==> config.mk <==
export PLATFORM = sky130hd
export DESIGN_NAME = counter_trig_sched
export DESIGN_NICKNAME = d
export VERILOG_FILES = /design/src/rtl/counter_pkg.sv /design/src/rtl/counter_sched_timer.sv /design/src/rtl/counter_trig_sched.sv
export SDC_FILE = /design/constraint.sdc
export NUM_CORES = 1
export LEC_CHECK = 0
export CAP_MARGIN = 5
export CORE_UTILIZATION = 50
export CTS_CLUSTER_DIAMETER = 80
export DETAILED_ROUTE_END_ITERATION = 8
export PLACE_DENSITY = 0.86
export SLEW_MARGIN = 10
export SYNTH_ARGS = -nofsm -noshare
export SYNTH_HDL_FRONTEND = slang
export SYNTH_SLANG_ARGS = --single-unit
==> constraint.sdc <==
create_clock -name i_clk -period 3.3 [get_ports i_clk]
set_clock_uncertainty 0.05 [all_clocks]
set_input_delay 0.66 -clock i_clk [delete_from_list [all_inputs] [get_ports i_clk]]
set_output_delay 0.66 -clock i_clk [all_outputs]
set_load 0.05 [all_outputs]
==> src/rtl/counter_pkg.sv <==
// rtl/counter_pkg.sv - shared op/state encodings and default widths for the trigger scheduler
package counter_pkg;

  localparam int DEF_COUNTER_NUM = 4;
  localparam int DEF_DLY_W       = 16;
  localparam int DEF_REP_W       = 8;

  typedef enum logic [1:0] {
    OP_START = 2'd0,
    OP_STOP  = 2'd1,
    OP_CLEAR = 2'd2,
    OP_RESET = 2'd3
  } op_e;

  typedef enum logic [1:0] {
    ST_IDLE   = 2'd0,
    ST_DELAY  = 2'd1,
    ST_FIRE   = 2'd2,
    ST_PERIOD = 2'd3
  } state_e;

endpackage

==> src/rtl/counter_sched_timer.sv <==
// rtl/counter_sched_timer.sv - loadable down-counter shared by delay and period countdowns
module counter_sched_timer
  import counter_pkg::*;
#(
  parameter int DLY_W = DEF_DLY_W
) (
  input  logic             i_clk,
  input  logic             i_rst,
  input  logic             i_load,
  input  logic [DLY_W-1:0] i_load_val,
  input  logic             i_en,
  output logic             o_last
);

  logic [DLY_W-1:0] value_q, value_d;

  // Saturates at zero so a stray enable after the last cycle cannot wrap.
  always_comb begin
    value_d = value_q;
    if (i_load) begin
      value_d = i_load_val;
    end else if (i_en && (value_q != '0)) begin
      value_d = value_q - 1'b1;
    end
  end

  always_ff @(posedge i_clk or posedge i_rst) begin
    if (i_rst) begin
      value_q <= '0;
    end else begin
      value_q <= value_d;
    end
  end

  assign o_last = (value_q == DLY_W'(1));

endmodule

==> src/rtl/counter_trig_sched.sv <==
// rtl/counter_trig_sched.sv - command-driven scheduler issuing timed trigger pulses to a counter bank
module counter_trig_sched
  import counter_pkg::*;
#(
  parameter int COUNTER_NUM = DEF_COUNTER_NUM,
  parameter int DLY_W       = DEF_DLY_W,
  parameter int REP_W       = DEF_REP_W
) (
  input  logic                   i_clk,
  input  logic                   i_rst,
  input  logic                   i_cmd_valid,
  output logic                   o_cmd_ready,
  input  logic [1:0]             i_cmd_op,
  input  logic                   i_cmd_global,
  input  logic [COUNTER_NUM-1:0] i_cmd_mask,
  input  logic [DLY_W-1:0]       i_cmd_delay,
  input  logic [REP_W-1:0]       i_cmd_repeat,
  input  logic [DLY_W-1:0]       i_cmd_period,
  input  logic                   i_abort,
  output logic [COUNTER_NUM-1:0] o_single_start_trigger,
  output logic [COUNTER_NUM-1:0] o_single_stop_trigger,
  output logic [COUNTER_NUM-1:0] o_single_clear_trigger,
  output logic [COUNTER_NUM-1:0] o_single_reset_trigger,
  output logic                   o_global_start_trigger,
  output logic                   o_global_stop_trigger,
  output logic                   o_global_clear_trigger,
  output logic                   o_global_reset_trigger,
  output logic                   o_busy,
  output logic                   o_done,
  output logic                   o_aborted,
  output logic [REP_W-1:0]       o_rep_left
);

  state_e                        state_q, state_d;
  op_e                           op_q, op_d;
  logic                          glob_q, glob_d;
  logic [COUNTER_NUM-1:0]        mask_q, mask_d;
  logic [DLY_W-1:0]              period_q, period_d;
  logic [REP_W-1:0]              rep_q, rep_d;
  logic                          done_q, done_d;
  logic                          aborted_q, aborted_d;
  logic [3:0][COUNTER_NUM-1:0]   single_q, single_d;
  logic [3:0]                    gtrig_q, gtrig_d;
  logic                          fire_next;
  logic                          tmr_load, tmr_en, tmr_last;
  logic [DLY_W-1:0]              tmr_load_val;

  counter_sched_timer #(.DLY_W(DLY_W)) u_timer (
    .i_clk      (i_clk),
    .i_rst      (i_rst),
    .i_load     (tmr_load),
    .i_load_val (tmr_load_val),
    .i_en       (tmr_en),
    .o_last     (tmr_last)
  );

  assign o_cmd_ready = (state_q == ST_IDLE) && !i_abort;

  always_comb begin
    state_d      = state_q;
    op_d         = op_q;
    glob_d       = glob_q;
    mask_d       = mask_q;
    period_d     = period_q;
    rep_d        = rep_q;
    done_d       = 1'b0;
    aborted_d    = 1'b0;
    fire_next    = 1'b0;
    tmr_load     = 1'b0;
    tmr_load_val = '0;
    tmr_en       = 1'b0;
    single_d     = '0;
    gtrig_d      = '0;

    case (state_q)
      ST_IDLE: begin
        if (i_cmd_valid && o_cmd_ready) begin
          op_d     = op_e'(i_cmd_op);
          glob_d   = i_cmd_global;
          mask_d   = i_cmd_mask;
          period_d = i_cmd_period;
          rep_d    = i_cmd_repeat;
          if (i_cmd_delay == '0) begin
            state_d   = ST_FIRE;
            fire_next = 1'b1;
          end else begin
            state_d      = ST_DELAY;
            tmr_load     = 1'b1;
            tmr_load_val = i_cmd_delay;
          end
        end
      end
      ST_DELAY, ST_PERIOD: begin
        if (i_abort) begin
          state_d   = ST_IDLE;
          aborted_d = 1'b1;
          rep_d     = '0;
        end else begin
          tmr_en = 1'b1;
          if (tmr_last) begin
            state_d   = ST_FIRE;
            fire_next = 1'b1;
          end
        end
      end
      ST_FIRE: begin
        if (i_abort) begin
          state_d   = ST_IDLE;
          aborted_d = 1'b1;
          rep_d     = '0;
        end else if (rep_q == '0) begin
          state_d = ST_IDLE;
          done_d  = 1'b1;
        end else begin
          rep_d = rep_q - 1'b1;
          if (period_q == '0) begin
            state_d   = ST_FIRE;
            fire_next = 1'b1;
          end else begin
            state_d      = ST_PERIOD;
            tmr_load     = 1'b1;
            tmr_load_val = period_q;
          end
        end
      end
      default: state_d = ST_IDLE;
    endcase

    // Trigger flops are loaded one cycle early so they are high exactly in FIRE.
    if (fire_next) begin
      if (glob_d) begin
        gtrig_d[op_d] = 1'b1;
      end else begin
        single_d[op_d] = mask_d;
      end
    end
  end

  always_ff @(posedge i_clk or posedge i_rst) begin
    if (i_rst) begin
      state_q   <= ST_IDLE;
      op_q      <= OP_START;
      glob_q    <= 1'b0;
      mask_q    <= '0;
      period_q  <= '0;
      rep_q     <= '0;
      done_q    <= 1'b0;
      aborted_q <= 1'b0;
      single_q  <= '0;
      gtrig_q   <= '0;
    end else begin
      state_q   <= state_d;
      op_q      <= op_d;
      glob_q    <= glob_d;
      mask_q    <= mask_d;
      period_q  <= period_d;
      rep_q     <= rep_d;
      done_q    <= done_d;
      aborted_q <= aborted_d;
      single_q  <= single_d;
      gtrig_q   <= gtrig_d;
    end
  end

  assign o_single_start_trigger = single_q[OP_START];
  assign o_single_stop_trigger  = single_q[OP_STOP];
  assign o_single_clear_trigger = single_q[OP_CLEAR];
  assign o_single_reset_trigger = single_q[OP_RESET];
  assign o_global_start_trigger = gtrig_q[OP_START];
  assign o_global_stop_trigger  = gtrig_q[OP_STOP];
  assign o_global_clear_trigger = gtrig_q[OP_CLEAR];
  assign o_global_reset_trigger = gtrig_q[OP_RESET];
  assign o_busy                 = (state_q != ST_IDLE);
  assign o_done                 = done_q;
  assign o_aborted              = aborted_q;
  assign o_rep_left             = rep_q;

endmodule

**Word-level counts from Yosys, hierarchy flattened**

Cells that the tools add are included.

- $add $sub $neg: 2
- $mul: 0
- Div/mod/pow operators: 0
- $lt $le $gt $ge: 2
- Eq/ne operators: 8
- Shift operators: 0
- Mux-type cells: 56
- Bitwise operators: 1
- Reduce and logical (&&, ||, !) cells: 17

Operator list:

| kind | number |
|---|---|
| $mux W16 | 9 |
| $logic_not A16 Y1 | 2 |
| $mux W8 | 4 |
| $pmux W16 S2 | 1 |
| $pmux W8 S3 | 1 |
| $mux W1 | 23 |
| $mux W4 | 5 |
| $and A16 B16 Y16 | 1 |
| $eq A16 B1 Y1 const B | 1 |
| $mux W2 | 8 |
| $reduce_bool A16 Y1 | 1 |
| $sub A16 B1 Y16 const B | 1 |
| $demux W4 S2 | 1 |
| $logic_not A8 Y1 | 1 |
| $sub A8 B1 Y8 const B | 1 |
| $ne A3 B3 Y1 const B | 2 |
| $pmux W2 S3 | 1 |
| $eq A2 B2 Y1 const B | 2 |
| $logic_and A1 B1 Y1 | 4 |
| $reduce_and A2 Y1 | 2 |
| $reduce_bool A2 Y1 | 2 |
| $lt A2 B3 Y1 const B | 1 |
| $pmux W1 S3 | 1 |
| $reduce_and A3 Y1 | 1 |
| 10 further kinds | 10 |

- Flip-flop bits (word level): 71
- Bits in latches: 0
- Bits in writable memories: 0
- Bits in read-only memories: 0
- Input bits: 51
- Output and inout bits: 32
- Word-level logic and storage cells: 100
- Memories kept: 0

**Longest topological paths before layout**

Gate-level depths: netlist of run 1.

- Depth after elaboration: 12
- Mapped depth: 8
- Mapped depth without buffers: 7

**By module**

A second synthesis of run 1 with hierarchy kept.

- Cell total of the unflattened synthesis: 377
- Area total of the unflattened synthesis: 3823.7 µm²

Modules (own cells, without submodules):

| module | instances | cells each | area each (µm²) | sequential area each (µm²) |
|---|---|---|---|---|
| counter_trig_sched | 1 | 255 | 2751.4 | 1376.3 |
| counter_sched_timer | 1 | 122 | 1072.3 | 400.4 |

**Worst setup path before layout of run 1**

Ideal clock, no wire load.

- Path type: flip-flop to output port
- Start point: reg state_q[1]
- End point: out o_cmd_ready
- Arrival time: 1941 ps
- Data required time: 2590 ps
- Setup slack: 649 ps
- Cell stages (with the launch flop): 6
- Buffers on the path: 2
- Cell sequence: dfrtp_1 buf_2 nor2_1 clkbuf_1 inv_1 nor2_1

- Cells in the longest elaborated chain, start to end: 2

RTL lines:

| element | RTL line | text |
|---|---|---|
| start, declared | counter_trig_sched.sv:34 | `state_e state_q, state_d;` |
| start signal, assigned | counter_trig_sched.sv:152 | `state_q <= state_d;` |
| $logic_not A2 Y1 | counter_trig_sched.sv:57 | `assign o_cmd_ready = (state_q == ST_IDLE) && !i_abort;` |
| $logic_and A1 B1 Y1 | counter_trig_sched.sv:57 |  |
| end, declared | counter_trig_sched.sv:12 | `output logic o_cmd_ready,` |

No other way between the ends.

**Final worst setup path of run 1**

- Start point: reg state_q[0]
- End point: out o_busy

- Cells in the longest elaborated chain, start to end: 1

RTL lines:

| element | RTL line | text |
|---|---|---|
| $reduce_bool A2 Y1 | counter_trig_sched.sv:173 | `assign o_busy = (state_q != ST_IDLE);` |
| end, declared | counter_trig_sched.sv:28 | `output logic o_busy,` |

No other way between the ends.

==> summary.md, run 1 <==
The H-tree was split into 3 levels. The run gives 0.536 mV as the highest ir drop seen on vdd. The cell type contributing the most total cell area after synthesis was sky130_fd_sc_hd__dfrtp_1. The startpoint-to-endpoint class of the critical path was reg -> out.

The most used flip-flop cell after synthesis is sky130_fd_sc_hd__dfrtp_1. The run gives 576 as the number of inserted filler cells in the final layout. Yosys attributes the largest share of cell area to sky130_fd_sc_hd__dfrtp_1, sky130_fd_sc_hd__nand2_1, sky130_fd_sc_hd__a22oi_1, sky130_fd_sc_hd__nor2_1, sky130_fd_sc_hd__o21ai_0. The first global-routing pass estimated 15400 µm of wire. For the clock net sink count, the log shows 71.

The total overflow left after global routing is 0. For this design the total switching power over the nets is 0.00171 W. The area of the die is 7610 µm². After synthesis, flip-flops and latches occupy 48.9% of the total area. The total area inside the core boundary comes to 6910 µm². Buffers inserted during clock tree synthesis total 9. The combined buffer and inverter count along the critical path is 3, and the post-synthesis cell count is 383. In the final routed layout, each cell accounts on average for 16.4 µm.

Hold is met by 0.473 ns. In the routed design, unresolved DRC markers number 0. Kind of launch point of the worst setup path: a register.

The synthesized design devotes to its leading area cell type 48.9% of total area. The HPWL after detailed placement is 6830 µm. Net switching is 44.8% of the power. Summed over all layers, the routed wires come to 9340 µm. The number of antenna diodes in the final layout is 0. The tool flagged a number of max-cap violations equal to 0. Entering global routing, the biggest net connects 47 pins.

At the worst endpoint, the arrival time is 2.06 ns. The relative slew slack is 58.8%, and the number of hold violations in the final report is 0. The worst setup path is captured at an output port. By count the netlist is led by sky130_fd_sc_hd__dfrtp_1, sky130_fd_sc_hd__nand2_1, sky130_fd_sc_hd__nor2_1. The logs give 30 for the number of placement rows and 83 for the number of top-level pins.

In this run, post-CTS repair resized a total of 0 instances. Setup violations remaining at the end of the flow were counted as 0. For the power share of the combinational group, the log shows 44.6%. The synthesized design contains 0 enable-type register cells.

The cell with the most instances after synthesis is sky130_fd_sc_hd__dfrtp_1. For this block, the initial DRC count from the detailed router was 217. The minimum period implied by the final worst setup slack is 2.77 ns, and the floorplan die height is 87.2 µm. The min-delay analysis places its worst path in the category reg -> reg. Cell internal power was estimated by the tool at 0.00210 W. The number of nets in the final layout is 525. Walking the worst path, the cells encountered are nor2_1, buf_4, inv_1, clkdlybuf4s50_1.

The largest single stage delay on the critical path is 0.80 ns. Synthesis-to-finish area growth: 30.3%. The total power density per cell area is 804 nW/µm², and the setup TNS is 0 ns. Synthesis inferred 71 register bits. After clock tree synthesis, the clock-pin slew on the worst setup and hold paths is 0.09 ns. Initial cell density of the core: 52.6%. Detailed routing inserted a total of 3303 vias. Clock tree synthesis selected as its root buffer the cell sky130_fd_sc_hd__clkbuf_8.

The tools report the largest buffer count on any clock path as 2. Hold repair after CTS inserted 0 buffers. After synthesis, the mean cell area works out to 9.49 µm². The final critical path takes up 84.0% of the cycle.

For this run, the number of Yosys warnings is 0. The run finished with clean final reports. Buffers placed on the I/O ports in this run total 82. The slowest stage of the critical path belongs to the cell sky130_fd_sc_hd__clkdlybuf4s50_1.

Final count of pins violating max slew: 0. After synthesis the cells add up to 3630 µm². Number of global-route vias before repair: 3215. Initial antenna violation count: 0. In this run, distinct cell masters in the synthesized netlist total 63.

The floorplan die width works out to 87.2 µm. The post-CTS setup repair buffer count was 0. The global placer's final weighted congestion came out at 0.886. Timing would allow up to 361 MHz.

The startpoint of the worst-slack reg-to-reg timing path is o_rep_left[0]. Critical hold path startpoint: period_q[14]. The synthesized net count is 439, and the cell leakage power is 2.04 nW. The later pin in the worst-skew pair is clocked with a latency of 0.35 ns. Global routing used 26.6% of the available tracks. The required time at the endpoint of the critical path is 2.59 ns, and the proportion of register bits with asynchronous set or reset after synthesis is 100%.

The cell family contributing the most delay on the critical path was buffers and inverters. Setup repair after global routing left no endpoint under its margin. TritonCTS built the clock tree. The share of total power dissipated in the clock network is 17.2%. The first detailed-routing pass ran for 5 iterations. In the final layout, the share of cells above drive strength 1 is 10.5%. Of all nets on the critical path, the largest fanout is 12. The run gives 0 as the number of nets still failing antenna checks after routing. Tracing the worst setup path back leads to its startpoint at state_q[0].

At the pin with the least slew margin, the transition time is 0.616 ns. Sequential cells account for 38.2% of the total power. The number of vias per cell after detailed routing works out to 5.79.
## placed cells by master, fill, tap and decap left out, types with 2 or more instances in the layout
cell type / synthesis / routed
sky130_fd_sc_hd__buf_12: 0 / 2
sky130_fd_sc_hd__o21ai_0: 21 / 21
sky130_fd_sc_hd__o221a_2: 4 / 4
sky130_fd_sc_hd__nor3_1: 16 / 16
sky130_fd_sc_hd__nor4_1: 10 / 10
sky130_fd_sc_hd__a21o_1: 2 / 2
sky130_fd_sc_hd__nand2b_1: 2 / 2
sky130_fd_sc_hd__buf_4: 2 / 9
sky130_fd_sc_hd__and3_1: 2 / 2
sky130_fd_sc_hd__a22oi_1: 18 / 18
sky130_fd_sc_hd__o22ai_1: 2 / 2
sky130_fd_sc_hd__ha_1: 5 / 5
sky130_fd_sc_hd__mux2i_1: 7 / 7
sky130_fd_sc_hd__clkinv_4: 0 / 2
sky130_fd_sc_hd__inv_6: 0 / 3
sky130_fd_sc_hd__a211o_1: 2 / 2
sky130_fd_sc_hd__a21oi_2: 2 / 2
sky130_fd_sc_hd__nand3_1: 6 / 6
sky130_fd_sc_hd__nor2b_1: 2 / 2
sky130_fd_sc_hd__a221o_1: 2 / 2
sky130_fd_sc_hd__clkbuf_8: 1 / 9
sky130_fd_sc_hd__a31oi_1: 2 / 2
sky130_fd_sc_hd__o21ai_1: 2 / 2
sky130_fd_sc_hd__nor2_1: 35 / 35
sky130_fd_sc_hd__xor2_1: 3 / 3
sky130_fd_sc_hd__and2_1: 2 / 2
sky130_fd_sc_hd__nand2_1: 67 / 67
sky130_fd_sc_hd__inv_1: 22 / 21
sky130_fd_sc_hd__a22o_1: 4 / 4
sky130_fd_sc_hd__o211ai_1: 4 / 4
sky130_fd_sc_hd__nor3b_1: 2 / 2
sky130_fd_sc_hd__a222oi_1: 2 / 2
sky130_fd_sc_hd__clkdlybuf4s50_1: 0 / 81
sky130_fd_sc_hd__nand4_1: 5 / 5
sky130_fd_sc_hd__xnor2_1: 3 / 3
sky130_fd_sc_hd__dfrtp_1: 71 / 71
sky130_fd_sc_hd__and4_2: 2 / 2
sky130_fd_sc_hd__a21oi_1: 12 / 12
## cell type report
type / count / area, µm² / area share (%)
repair buffers: 92 / 918 / 19.4
clock inverters: 7 / 62.6 / 1.32
flip-flops and latches: 71 / 1780 / 37.5
clock buffers: 9 / 124 / 2.62
inverters: 22 / 82.6 / 1.74
well taps: 96 / 120 / 2.54
multi-input cells: 273 / 1650 / 34.8
## metrics by stage
stage / cell area [µm²] / cells / worst slack [ns] / power [W] / utilization (%)
after global placement: 4550 / 554 / 0.383 / 0.00305 / 65.8
after global routing: 4730 / 570 / 0.390 / 0.00407 / 68.5
final: 4730 / 570 / 0.529 / 0.00380 / 68.5
after floorplan: 3630 / 383 / 0.649 / 0.00262 / -
after CTS: 4730 / 570 / 0.525 / 0.00380 / 68.5
after detailed placement: 4550 / 554 / 0.278 / 0.00313 / 65.8
## path summary, 6_finish.rpt
| check | endpoint | slack [ns] | cells after the start |
|---|---|---|---|
| max in group asynchronous | period_q[7] | 1.91 | 3 |
| min | period_q[14] | 0.47 | 2 |
| max | o_busy | 0.53 | 4 |
| max reg2reg | u_timer.value_q[10] | 0.75 | 7 |
| min in group asynchronous | o_rep_left[7] | 0.64 | 2 |
| min reg2reg | period_q[14] | 0.47 | 2 |
## sequential cells by signal (all words and copies together), names as in the netlist
signal	flops
o_done	1
period_q	16
state_q	2
o_single_start_trigger	4
gtrig_q	4
o_single_reset_trigger	4
o_single_clear_trigger	4
o_rep_left	8
mask_q	4
o_single_stop_trigger	4
u_timer.value_q	16
o_aborted	1
op_q	2
glob_q	1
## worst register-to-register path, delay by kind of cell, from the launching register on
| kind | cells | cell delay [ns] |
|---|---|---|
| and+or+nand+nor | 1 | 0.52 |
| DFF | 1 | 0.42 |
| AOI/OAI and AO/OA | 4 | 1.17 |
| adders and majority gates | 1 | 0.15 |
| buffers and inverters | 1 | 0.12 |
## power groups by stage
| stage | clock, W | combinational, W | sequential, W |
|---|---|---|---|
| 2_1_floorplan | 0 | 0.00112 | 0.00150 |
| 3_3_place_gp | 0 | 0.00162 | 0.00143 |
| 3_5_place_dp | 0 | 0.00168 | 0.00145 |
| 4_1_cts | 0.000671 | 0.00169 | 0.00144 |
| 5_1_grt | 0.000708 | 0.00187 | 0.00149 |
| 6_report | 0.000653 | 0.00170 | 0.00145 |
## cell families after synthesis
group                      Yosys count  synth area share [%]
xor gates and xnor gates             6                  1.45
DFF                                 71                  48.9
buffers and inverters               39                  5.72
AOI/OAI and AO/OA                   93                  18.3
muxes                                8                  2.24
and+or+nand+nor                    161                  21.7
adders and majority gates            5                  1.72
## metal layers
metal / up-vias / GRT usage (%) / wire length [µm]
met5: - / 0 / 0
met4: 0 / 8.94 / 161
met3: 22 / 7.68 / 601
met2: 133 / 42.3 / 4570
met1: 1610 / 35.0 / 4010
li1: 1538 / - / -
No activity file was read; power rests on OpenSTA's default activity.
==> run 2, diff against run 1 <==
- clock period: 3.3 -> 2.85 ns (I/O delays scaled with it)
==> run 2 against run 1 <==
Register-to-register slack worse by 0.31 ns. Combinational power up 20%. Cell count grew 2.1%. Critical endpoint unchanged. Sequential cell count unchanged. Critical path type unchanged. Core utilization increased by 1.4 points. Total power rose by 18%. Die area did not move. Largest power group unchanged. First-iteration DRC count is 39% higher.
==> summary.md, run 2 (synthesized netlist as in run 1, its figures left out) <==
The flow ran to the end, and the final reports show no timing, DRC or antenna violations. The run gives 0 as the number of resized instances in the post-cts repair step. In this run the vertical extent of the chip is 87.2 µm. In this run the register-to-register setup slack is 0.44 ns. The congestion estimate from routability-driven global placement came to 0.872. For the post-route DRC violation count, the log shows 0. CTS saw 71 sinks. Buffers added to address setup during post-CTS repair amount to 0. The count of buffers added on input and output ports is 82. The highest ir drop seen on vdd came out at 0.495 mV.

The tools report the core area as 6910 µm². On the worst path, the slowest cell contributes a delay of 0.81 ns. The tools report the final count of pins violating max slew as 0. Global routing used 26.0% of the available tracks.

The final critical path takes up 89.7% of the cycle. The required time at the endpoint of the critical path is 2.23 ns. Number of hold violations in the final report: 0.

The hold buffer count at cts came out at 0. For this run, the post-layout net count is 537. Number of endpoints failing setup at the final stage: 0. The slowest cell on the critical path was sky130_fd_sc_hd__clkdlybuf4s50_1. Across all hold checks on the routed design, the worst slack comes to 0.384 ns. The number of iterations in the first detailed-routing pass is 5, and the reported max-cap violation count is 0. Clock latency on the worst-skew pair, taken at its later pin, is 0.36 ns. The area used by sequential logic in the layout is 1780 µm². Multi-input gate area in the final layout: 1650 µm². Dividing total power by cell area gives a power density of 932 nW/µm². TritonCTS built the clock tree. Of all nets on the critical path, the largest fanout is 10. The pin count of the biggest net entering global routing is 36. The worst pin sits at a relative slew slack of 55.9%.

Leftover overflow at the end of global routing: 0. The H-tree generated during clock tree synthesis spans 3 levels. STA classifies the critical path startpoint as a register. The estimated wirelength of the detail-placed design was 6840 µm. Static timing analysis puts the maximum clock frequency at 391 MHz.

Setup repair after global routing left no endpoint under its margin. Dividing the detail-routed via count by the number of cells gives 5.69. The via count is 3314, and the number of nets still failing antenna checks after routing is 0. The share of post-route cells with drive strength above 1 is 12.8%. In this run the clock root is driven by a sky130_fd_sc_hd__clkbuf_8. The average wire length per cell after detail routing was 15.7 µm. The analysis attributes to cell leakage a power of 2.10 nW.

For this block, the routed nets add up to 9150 µm of wire. In the layout the commonest cells are sky130_fd_sc_hd__clkdlybuf4s50_1, sky130_fd_sc_hd__dfrtp_1, sky130_fd_sc_hd__nand2_1. 83 I/O pins were placed. After floorplanning, the core was divided into 30 placement rows. The tools report the area of the die as 7610 µm².

The capturing element type of the critical path is an output port. Synthesis-to-finish area growth: 32.9%. The TritonCTS buffer count was 9.

The floorplan die width came out at 87.2 µm. 0 antenna diodes ended up in the layout. Startpoint-to-endpoint class of the critical path: reg -> out. Data on the critical path arrives at its endpoint at 1.94 ns. The tools report the number of global-route vias before repair as 3165.

The library cell used most frequently in the layout, excluding fill and tap cells, is sky130_fd_sc_hd__clkdlybuf4s50_1. The number of inserted filler cells in the final layout was 540. In this run the worst hold path is classified as in -> async. Subtracting the final worst setup slack from the clock period gives 2.56 ns. The pin slew with the least headroom to its limit was 0.646 ns; the count of routing violations after the opening detailed-route iteration was 302. The initial cell density of the core came out at 52.6%. The initial antenna violation count is 0, and the first-pass GRT wire length is 15100 µm.

The critical path goes through nor2_1, inv_1, clkdlybuf4s50_1. The clock input transition at the sequential cells of the worst setup and hold paths is 0.09 ns, and the largest buffer count on any clock path is 2. The tools report the setup TNS as 0 ns.
==> run 2: cell types whose count changed in the layout (fill, tap and decap cells not counted) <==
cell,delta
sky130_fd_sc_hd__buf_4,+12
sky130_fd_sc_hd__inv_8,+2
sky130_fd_sc_hd__clkinv_4,-1
sky130_fd_sc_hd__clkinvlp_4,-1
==> run 2: worst max-delay path, delay by kind of cell (launching register included) <==
| family | cells | cell delay (ns) |
|---|---|---|
| flops | 1 | 0.59 |
| simple gates | 1 | 0.10 |
| buf+inv | 2 | 0.90 |
==> run 2: per-stage QoR <==
| step | power (W) | cells | setup WS (ns) | utilization, % | area (µm²) |
|---|---|---|---|---|---|
| finish | 0.00450 | 582 | 0.292 | 69.9 | 4830 |
| global route | 0.00480 | 582 | 0.217 | 69.9 | 4830 |
| CTS | 0.00449 | 582 | 0.289 | 69.9 | 4830 |
| detailed placement | 0.00369 | 566 | 0.133 | 67.1 | 4640 |
| global placement | 0.00361 | 566 | 0.224 | 67.1 | 4640 |
| floorplan | 0.00303 | 383 | 0.289 | - | 3630 |
==> run 2: per-layer routing <==
layer | vias to the layer above | global-route usage, % | wire length [µm]
met4 | 0 | 8.20 | 169
met5 | - | 0 | 0
met1 | 1577 | 36.5 | 3930
li1 | 1563 | - | -
met3 | 18 | 6.73 | 722
met2 | 156 | 39.5 | 4330
==> run 2: final cells by class <==
type                    count  area share, %
flip-flops and latches     71           36.8
well taps                  96           2.49
repair buffers            104           20.9
clock buffers               9           2.56
clock inverters             7           1.42
inverters                  22           1.71
multi-input cells         273           34.1
==> run 2: final timing paths <==
kind                                           from                   to  cells past startpoint
worst min-delay path                          i_rst        o_rep_left[2]                      2
worst max-delay path                     state_q[0]               o_busy                      3
worst max register to register  u_timer.value_q[12]  u_timer.value_q[10]                      5
min in group i_clk                     period_q[11]         period_q[11]                      2
worst min register to register         period_q[11]         period_q[11]                      2
max in group asynchronous                     i_rst          period_q[0]                      3
==> run 2: where the power goes <==
part / switching, W / internal, W / total, W
combinational: 0.00121 / 0.000826 / 0.00204
sequential: 0.000339 / 0.00133 / 0.00167
clock: 0.000447 / 0.000345 / 0.000792
==> run 3, diff against run 2 <==
- RECOVER_POWER: default -> 25
==> run 3 against run 2 <==
Clock power hardly changed. Worst hold slack better by 0.082 ns. Combinational power hardly changed.
==> summary.md, run 3 (synthesized netlist as in run 1, its figures left out) <==
The flow ran to the end, and the final reports show no timing, DRC or antenna violations. After floorplanning, the core was divided into 30 placement rows. The later pin in the worst-skew pair is clocked with a latency of 0.36 ns. The final critical path takes up 89.9% of the cycle.

The initial antenna violation count is 0, and the number of global-route vias before repair is 3165. In the layout the commonest cells are sky130_fd_sc_hd__clkdlybuf4s50_1, sky130_fd_sc_hd__dfrtp_1, sky130_fd_sc_hd__nand2_1. The analysis attributes to cell leakage a power of 2.10 nW. The routed layout has 3319 vias. Across the VDD grid, the largest voltage drop is 0.495 mV. The tools report the kind of launch point of the worst setup path as a register. Setup repair after global routing left no endpoint under its margin.

Counting along the longest clock path gives a buffer depth of 2. After clock tree synthesis, the clock-pin slew on the worst setup and hold paths is 0.09 ns. The critical path arrival was 1.94 ns; the final count of pins violating max slew was 0. The tools report the post-route DRC violation count as 0. The tools report the setup TNS as 0 ns. Routability-driven placement finished with a final weighted congestion of 0.872. The tool flagged a number of max-cap violations equal to 0. The number of nets still failing antenna checks after routing came out at 0. The largest single stage delay on the critical path is 0.81 ns. Entering global routing, the biggest net connects 36 pins.

The initial utilization of the core area, before any placement, comes to 52.6%. The tools report the number of hold violations in the final report as 0. The root buffer cell chosen for the clock tree is sky130_fd_sc_hd__clkbuf_8. Dividing the detail-routed wire length by the instance count gives 15.7 µm. The synthesis-to-finish area growth works out to 32.7%. After floorplanning, the core was sized to cover 6910 µm². The combined buffer and inverter count along the critical path came out at 2. Capturing element type of the critical path: an output port.

The tools report the number of iterations in the first detailed-routing pass as 5. The minimum period implied by the final worst setup slack works out to 2.56 ns. 0 antenna diodes ended up in the layout.

The critical path is of the reg -> out type. Using the TritonRoute via totals, the vias-per-cell ratio works out to 5.70. The largest fanout on the critical path is 10.

The floorplan die width came out at 87.2 µm. The pin slew with the least headroom to its limit works out to 1.35 ns. Post-CTS timing repair inserted 0 buffers for setup. For the worst setup path, the data required time is 2.23 ns.

On the critical path, the stage with the largest delay is an instance of sky130_fd_sc_hd__clkdlybuf4s50_1. TritonCTS built the clock tree. The worst hold path belongs to the class reg -> reg. The first-pass GRT wire length is 15100 µm. The critical path goes through nor2_1, inv_1, clkdlybuf4s50_1. For this run, the top clock speed supported by timing is 390 MHz. Gates resized during post-CTS repair numbered 0. For the TritonCTS buffer count, the log shows 9. The H-tree was split into 3 levels. The estimated wirelength of the detail-placed design is 6840 µm, and the total power density per cell area is 933 nW/µm².

Of the cells placed in the final design, the portion with a size suffix greater than 1 is 12.3%. Leaving out fill and tap cells, the most frequent cell in the layout is sky130_fd_sc_hd__clkdlybuf4s50_1. The area of the die was 7610 µm².

The cell family contributing the most delay on the critical path is buffers and inverters. The clock drives 71 sinks. The relative slew slack is 10.3%.

The floorplan die height works out to 87.2 µm. After the last flow step, the layout net total stands at 537. The completed layout was analyzed and its total power is 0.00450 W.

Global routing used 26.0% of the available tracks across all layers. Wires add up to 9160 µm. The tools report the count of routing violations after the opening detailed-route iteration as 302. The number of top-level pins was 83. The number of input and output port buffers inserted works out to 82. In this run, post-CTS hold repair placed 0 buffers. Number of endpoints failing setup at the final stage: 0. Global routing finished with a remaining overflow of 0.
run 3: changes by cell type in the layout (fill, tap and decap cells not counted), sizes merged:
cell | before | now
clkdlybuf4s50 | 81 | 79
dlygate4sd3 | 0 | 2
buf | 23 | 21
clkbuf | 9 | 11
run 3: power by group:
| part | total (W) | switching [W] | internal [W] |
|---|---|---|---|
| logic | 0.00204 | 0.00121 | 0.000825 |
| registers | 0.00167 | 0.000339 | 0.00133 |
| clock network | 0.000792 | 0.000448 | 0.000345 |
run 3: stage by stage:
step                instance area (µm²)  utilization (%)  hold WS (ns)  setup slack [ns]  instances
floorplan                          3630                -         0.419             0.289        383
global placement                   4640             67.1         0.437             0.224        566
detailed placement                 4640             67.1         0.446             0.133        566
CTS                                4830             69.9         0.386             0.289        582
global route                       4820             69.8         0.487             0.204        582
finish                             4820             69.8         0.467             0.288        582
run 3: area by class of cell:
type                            instances  area (µm²)
Clock buffer                            9         124
Clock inverter                          7        68.8
Fill cell                             540        2080
Inverter                               22        82.6
Multi-Input combinational cell        273        1650
Sequential cell                        71        1780
Tap cell                               96         120
Timing Repair Buffer                  104        1000
run 3: layer usage:
layer | share of wire, % | track usage (%)
met1 | 43 | 36.5
met2 | 47 | 39.5
met3 | 7.8 | 6.73
met4 | 1.8 | 8.20
met5 | 0 | 0
run 3: worst reg2reg max path: cells and delay by family (launching register included):
| family | cells | cell delay, ns |
|---|---|---|
| flops | 1 | 0.44 |
| compound gates | 3 | 0.94 |
| simple gates | 2 | 0.87 |
run 3: path summary, 6_finish.rpt:
path,from,end,slack (ns),cells past startpoint
min in group asynchronous,i_rst,o_rep_left[2],0.57,2
min,period_q[11],period_q[11],0.47,2
max,state_q[0],o_busy,0.29,3
max in group asynchronous,i_rst,o_single_reset_trigger[3],0.60,3
min reg2reg,period_q[11],period_q[11],0.47,2
max reg2reg,u_timer.value_q[12],u_timer.value_q[10],0.44,5
